[src/rtl/mem_responder_pkg.sv]
// Shared types and constants for the wait-state memory responder.
package mem_responder_pkg;

   localparam int unsigned DEF_DEPTH       = 64;
   localparam int unsigned DEF_WAIT_CYCLES = 2;
   localparam int unsigned CNT_W           = 4;
   localparam int unsigned DATA_W          = 32;

   typedef enum logic [1:0] {
      IDLE,
      WAIT,
      RESP
   } state_t;

   typedef struct packed {
      logic              we;
      logic [31:0]       addr;
      logic [DATA_W-1:0] wdata;
   } req_t;

endpackage

[src/rtl/resp_ram.sv]
// Word storage for mem_responder: synchronous write, combinational read, no reset.
module resp_ram import mem_responder_pkg::*; #(
   parameter int unsigned DEPTH = DEF_DEPTH,
   parameter int unsigned IDX_W = 6
) (
   input  logic              clk,
   input  logic              we,
   input  logic [IDX_W-1:0]  addr,
   input  logic [DATA_W-1:0] wdata,
   output logic [DATA_W-1:0] rdata
);

   logic [DATA_W-1:0] mem [DEPTH];

   always_ff @(posedge clk) begin
      if (we) begin
         mem[addr] <= wdata;
      end
   end

   assign rdata = mem[addr];

endmodule

[src/rtl/mem_responder.sv]
// Valid/ready memory target with programmable wait states.
// Optional address checking enabled by defining MEM_RESPONDER_ERRCHK_EN.
module mem_responder import mem_responder_pkg::*; #(
   parameter int unsigned DEPTH       = DEF_DEPTH,
   parameter int unsigned WAIT_CYCLES = DEF_WAIT_CYCLES
) (
   input  logic        clk,
   input  logic        reset,
   input  logic        req_valid,
   output logic        req_ready,
   input  logic        req_we,
   input  logic [31:0] req_addr,
   input  logic [31:0] req_wdata,
   output logic        rsp_valid,
   input  logic        rsp_ready,
   output logic [31:0] rsp_rdata,
   output logic        rsp_err
);

   localparam int unsigned IDX_W = (DEPTH > 1) ? $clog2(DEPTH) : 1;

   state_t             state_q, state_d;
   logic [CNT_W-1:0]   cnt_q, cnt_d;
   logic               accept;
   logic               enter_resp;
   req_t               in_req, cap_q, cur_req;
   logic [29:0]        word;
   logic [IDX_W-1:0]   idx;
   logic               addr_err;
   logic               ram_we;
   logic [DATA_W-1:0]  ram_rdata;
   logic [DATA_W-1:0]  rsp_data_d;

   assign in_req = '{we: req_we, addr: req_addr, wdata: req_wdata};

   // With zero wait states the response is built straight from the bus inputs.
   assign cur_req = (state_q == IDLE) ? in_req : cap_q;
   assign word    = cur_req.addr[31:2];
   assign idx     = IDX_W'(word % 30'(DEPTH));

`ifdef MEM_RESPONDER_ERRCHK_EN
   assign addr_err = (cur_req.addr[1:0] != 2'b00) || (word >= 30'(DEPTH));
`else
   logic unused_lsbs;
   assign unused_lsbs = ^cur_req.addr[1:0];
   assign addr_err    = 1'b0;
`endif

   assign ram_we     = enter_resp && cur_req.we && !addr_err;
   assign rsp_data_d = addr_err ? '0 : (cur_req.we ? cur_req.wdata : ram_rdata);

   resp_ram #(
      .DEPTH (DEPTH),
      .IDX_W (IDX_W)
   ) u_ram (
      .clk   (clk),
      .we    (ram_we),
      .addr  (idx),
      .wdata (cur_req.wdata),
      .rdata (ram_rdata)
   );

   // Next-state and wait counter.
   always_comb begin
      state_d = state_q;
      cnt_d   = cnt_q;
      accept  = 1'b0;
      case (state_q)
         IDLE: begin
            if (req_valid && req_ready) begin
               accept = 1'b1;
               if (WAIT_CYCLES == 0) begin
                  state_d = RESP;
               end else begin
                  state_d = WAIT;
                  cnt_d   = CNT_W'(WAIT_CYCLES - 1);
               end
            end
         end
         WAIT: begin
            if (cnt_q == '0) begin
               state_d = RESP;
            end else begin
               cnt_d = cnt_q - CNT_W'(1);
            end
         end
         RESP: begin
            if (rsp_valid && rsp_ready) begin
               state_d = IDLE;
            end
         end
         default: state_d = IDLE;
      endcase
   end

   assign enter_resp = (state_d == RESP) && (state_q != RESP);

   always_ff @(posedge clk) begin
      if (!reset) begin
         state_q   <= IDLE;
         cnt_q     <= '0;
         req_ready <= 1'b1;
         rsp_valid <= 1'b0;
      end else begin
         state_q   <= state_d;
         cnt_q     <= cnt_d;
         req_ready <= (state_d == IDLE);
         rsp_valid <= (state_d == RESP);
      end
   end

   // Request capture and response payload.
   always_ff @(posedge clk) begin
      if (!reset) begin
         cap_q     <= '0;
         rsp_rdata <= '0;
         rsp_err   <= 1'b0;
      end else begin
         if (accept) begin
            cap_q <= in_req;
         end
         if (enter_resp) begin
            rsp_rdata <= rsp_data_d;
            rsp_err   <= addr_err;
         end
      end
   end

endmodule

[config.mk]
export PLATFORM = sky130hd
export DESIGN_NAME = mem_responder
export DESIGN_NICKNAME = d
export VERILOG_FILES = /design/src/rtl/mem_responder_pkg.sv /design/src/rtl/resp_ram.sv /design/src/rtl/mem_responder.sv
export SDC_FILE = /design/constraint.sdc
export NUM_CORES = 2
export LEC_CHECK = 0
export BUFFER_PORTS_ARGS = -buffer_cell sky130_fd_sc_hd__buf_2
export CELL_PAD_IN_SITES_DETAIL_PLACEMENT = 1
export CELL_PAD_IN_SITES_GLOBAL_PLACEMENT = 1
export CORE_MARGIN = 2
export CORE_UTILIZATION = 58
export DETAILED_ROUTE_END_ITERATION = 8
export PLACE_DENSITY_LB_ADDON = 0.1
export SETUP_SLACK_MARGIN = 0.4
export SLEW_MARGIN = 20
export SYNTH_ARGS = -nofsm -noshare
export SYNTH_HDL_FRONTEND = slang
export SYNTH_SLANG_ARGS = --single-unit
[constraint.sdc]
create_clock -name clk -period 8.4 [get_ports clk]
set_input_delay 0.42 -clock clk [delete_from_list [all_inputs] [get_ports clk]]
set_output_delay 0.42 -clock clk [all_outputs]
set_load 0.05 [all_outputs]
==> impl_metrics.py <==
metrics = {
    "route": {
        "vias": 51390,
        "vias_per_cell": 7.07,
        "wl_met3_um": 31100,
        "met1_length_um": 97100,
        "drc": 0,
        "avgRoutedWirePerCell_um": 37.9,
        "drt_wl_total_um": 275000,
        "wl_met2_um": 128000,
        "dr.pass1.iters": 8,
        "dr.max_layer_used": "met5",
        "postRouteAntennaNets": 0,
        "drt_iter0_markers": 7788,
    },
    "synthesis": {
        "ys_seq_area_share_pct": 77.6,
        "ys_ff_latch": 2127,
        "synth_nets": 5119,
        "yosys-top-cells-count": "2,048 x edfxtp_1, 625 x nand2_1, 497 x mux2i_1, 293 x a21oi_1, 240 x o22ai_1",
        "synthesis.instances": 5048,
        "synth_fa_ha_area_share_pct": 0.0308,
        "synth_area_um2": 81300,
        "synth_top_family_by_area": "compound AO/OA/AOI/OAI gates",
        "synth_compound_area_share_pct": 9.83,
        "avgSynthCellArea_um2": 16.1,
        "yosysTopAreaCell": "edfxtp_1",
        "synth-simple-area-share_pct": 4.42,
        "synth_xor_area_share_pct": 0.0108,
        "synth_top_area_share_pct": 75.6,
        "yosysUniqueCellTypes": 73,
        "synth_area_leaders": "edfxtp_1 76%, mux2i_1 6.1%, nand2_1 2.9%",
        "synthMuxAreaShare_pct": 6.15,
        "synthFlopType": "edfxtp_1",
        "ys_warn_count": 0,
        "synth_edf_count": 2048,
        "synth.most_common_cell": "edfxtp_1",
        "synthArstFlopShare_pct": 0,
    },
    "clock_network": {
        "post_cts_resized": 0,
        "tritoncts": "built",
        "h-tree-depth": 4,
        "insertion_delay_ps": 860,
        "clockRootBuffer": "clkbuf_16",
        "cts_buffers": 207,
        "cts_buffer_depth": 3,
        "postCtsSetupBuffers": 0,
        "clkTransAtPathRegs_ps": 60,
        "cts_sinks": 2127,
    },
    "cells_and_area": {
        "final_layout_size_suffix_gt1_share_pct": 12.6,
        "area_growth_pct": 12.7,
        "layout.nets": 5290,
        "regArea_um2": 63100,
        "final_cells": 7273,
        "fillers": 12004,
        "multiInputGateArea_um2": 17400,
    },
    "setup_path": {
        "cp_common_cell": "buf_4",
        "crit_type": "register to register",
        "path_cells": "o21ai_2 > and2_4 > buf_4 > buf_4 > mux2i_1 > o22ai_1 > o21ai_0 > nand3_1 > nor3_1 > a21oi_1",
        "cp-end-kind": "register",
        "critPathRequiredTime_ps": 9090,
        "slowest_delay_ps": 920,
        "crit_fanout": 58,
        "rr_worst_depth": 10,
        "cpMaxStageDelayCell": "buf_4",
        "arrival_ps": 5980,
        "startpoint_type": "register",
    },
    "sta": {
        "fmax_mhz": 189,
        "slew_violations": 0,
        "timing.setup.tns_ps": 0,
        "worst_hold_slack_ps": 99.4,
        "finalClockSkew_ps": 30.2,
        "finalHoldViolations": 0,
        "setup_violations": 0,
        "rsz0062_at_grt": "false",
        "period_share_pct": 63.0,
        "worstMarginPinSlew_ps": 1190,
        "max_slew_margin_pct": 20.1,
        "period_needed_ps": 5290,
    },
    "global_routing": {
        "grt-ovfl-total": 0,
        "antenna_found_initial": 11,
        "grt_pass1_vias": 52556,
        "grt_use_total_pct": 38.5,
        "grt_first_pass_wirelength_um": 386000,
        "grt_max_degree": 138,
    },
    "floorplan": {
        "num_rows": 137,
        "die_h_um": 378,
        "coreArea_um2": 139000,
        "die_width_um": 378,
        "io_pins": 104,
        "initial_core_util_pct": 58.3,
        "dieArea_um2": 143000,
    },
    "outcome": {
        "status": "completed",
    },
    "placed_design": {
        "dp.cells": 6847,
        "port_buffers": 76,
        "place_hpwl_um": 147000,
        "finalWeightedCongestion": 0.862,
    },
    "pwr": {
        "p_leak_nw": 30.7,
        "powerDensity_nw_per_um2": 284,
        "peakVddDrop_uv": 266,
        "total_power_w": 0.0260,
    },
    "hold_path": {
        "hold_depth": 3,
        "hp-class": "input port to register",
    },
    "job": {
        "maxCapViolCount": 0,
    },
}
==> through the flow <==
step	setup slack [ps]	instance area [um^2]	utilization, %
CTS	3290	91600	65.7
floorplan	3900	81300	-
detailed placement	3280	84700	60.7
finish	3110	91600	65.7
global route	2920	91600	65.7
global placement	3320	84700	60.7
==> logic make-up after synthesis <==
logic type / after synthesis
multiplexers: 499
AO/OA/AOI/OAI: 1210
buffers and inverters: 333
flip-flops: 2127
other: 1
XOR/XNOR: 1
adder cells (fa/ha/maj): 2
AND/OR/NAND/NOR: 875
==> power breakdown <==
group          internal, W  switching, W
clock network      0.00515       0.00403
logic              0.00109       0.00341
registers           0.0123     0.0000797
==> critical path, delay by kind of cell, from the launching register on <==
family / cells / cell delay [ps]
DFF: 1 / 460
and+or+nand+nor: 3 / 1490
buffers and inverters: 2 / 1610
muxes: 1 / 310
AOI/OAI and AO/OA: 4 / 1120
==> per-layer routing <==
layer	GRT usage, %	vias to the layer above
li1	-	20344
met2	60.5	3747
met5	0.274	-
met4	23.0	10
met1	49.3	26392
met3	8.80	897
==> flip-flops by register name, summed over array words and instances, names as in the netlist <==
| name | cells |
|---|---|
| cap_q | 39 |
| cnt_q | 4 |
| req_ready | 1 |
| rsp_rdata | 32 |
| rsp_valid | 1 |
| state_q | 2 |
| u_ram.mem | 2048 |
==> worst paths after layout <==
kind                         start                    endpoint  slack [ps]
max          state_q[0]$_SDFF_PN0_  rsp_rdata[29]$_SDFFE_PN0P_        3110
min                    req_addr[3]      cap_q[35]$_SDFFE_PN0P_         100
max reg2reg  state_q[0]$_SDFF_PN0_  rsp_rdata[29]$_SDFFE_PN0P_        3110
min reg2reg  cap_q[1]$_SDFFE_PN0P_       cap_q[1]$_SDFFE_PN0P_         470
==> what timing repair did <==
item                                    4_1_cts  5_1_grt
endpoints found under the setup margin        0        0
hold buffers                                 39        0
endpoints found under the hold margin        40        0
==> cell type report <==
class                           count  area share (%)
Clock buffer                      280            6.15
Timing Repair Buffer              291            2.42
Inverter                            4          0.0164
Multi-Input combinational cell   2588            19.0
Tap cell                         1876            2.56
Clock inverter                    102            1.02
Sequential cell                  2127            68.8
Antenna cell                        5          0.0137
==> placed cells by master (no fill, tap or decap), drive strengths merged, types with 40 or more instances in the layout <==
cell type	Yosys	final
a22oi	112	112
a31oi	40	40
a221oi	127	127
nor2	118	118
a21oi	293	293
edfxtp	2048	2048
o21ai	186	186
clkinv	0	71
dfxtp	79	79
buf	187	252
o22ai	241	241
clkbuf	142	280
nand2	626	626
mux2i	497	497
Power figures use the tool's default switching activity.
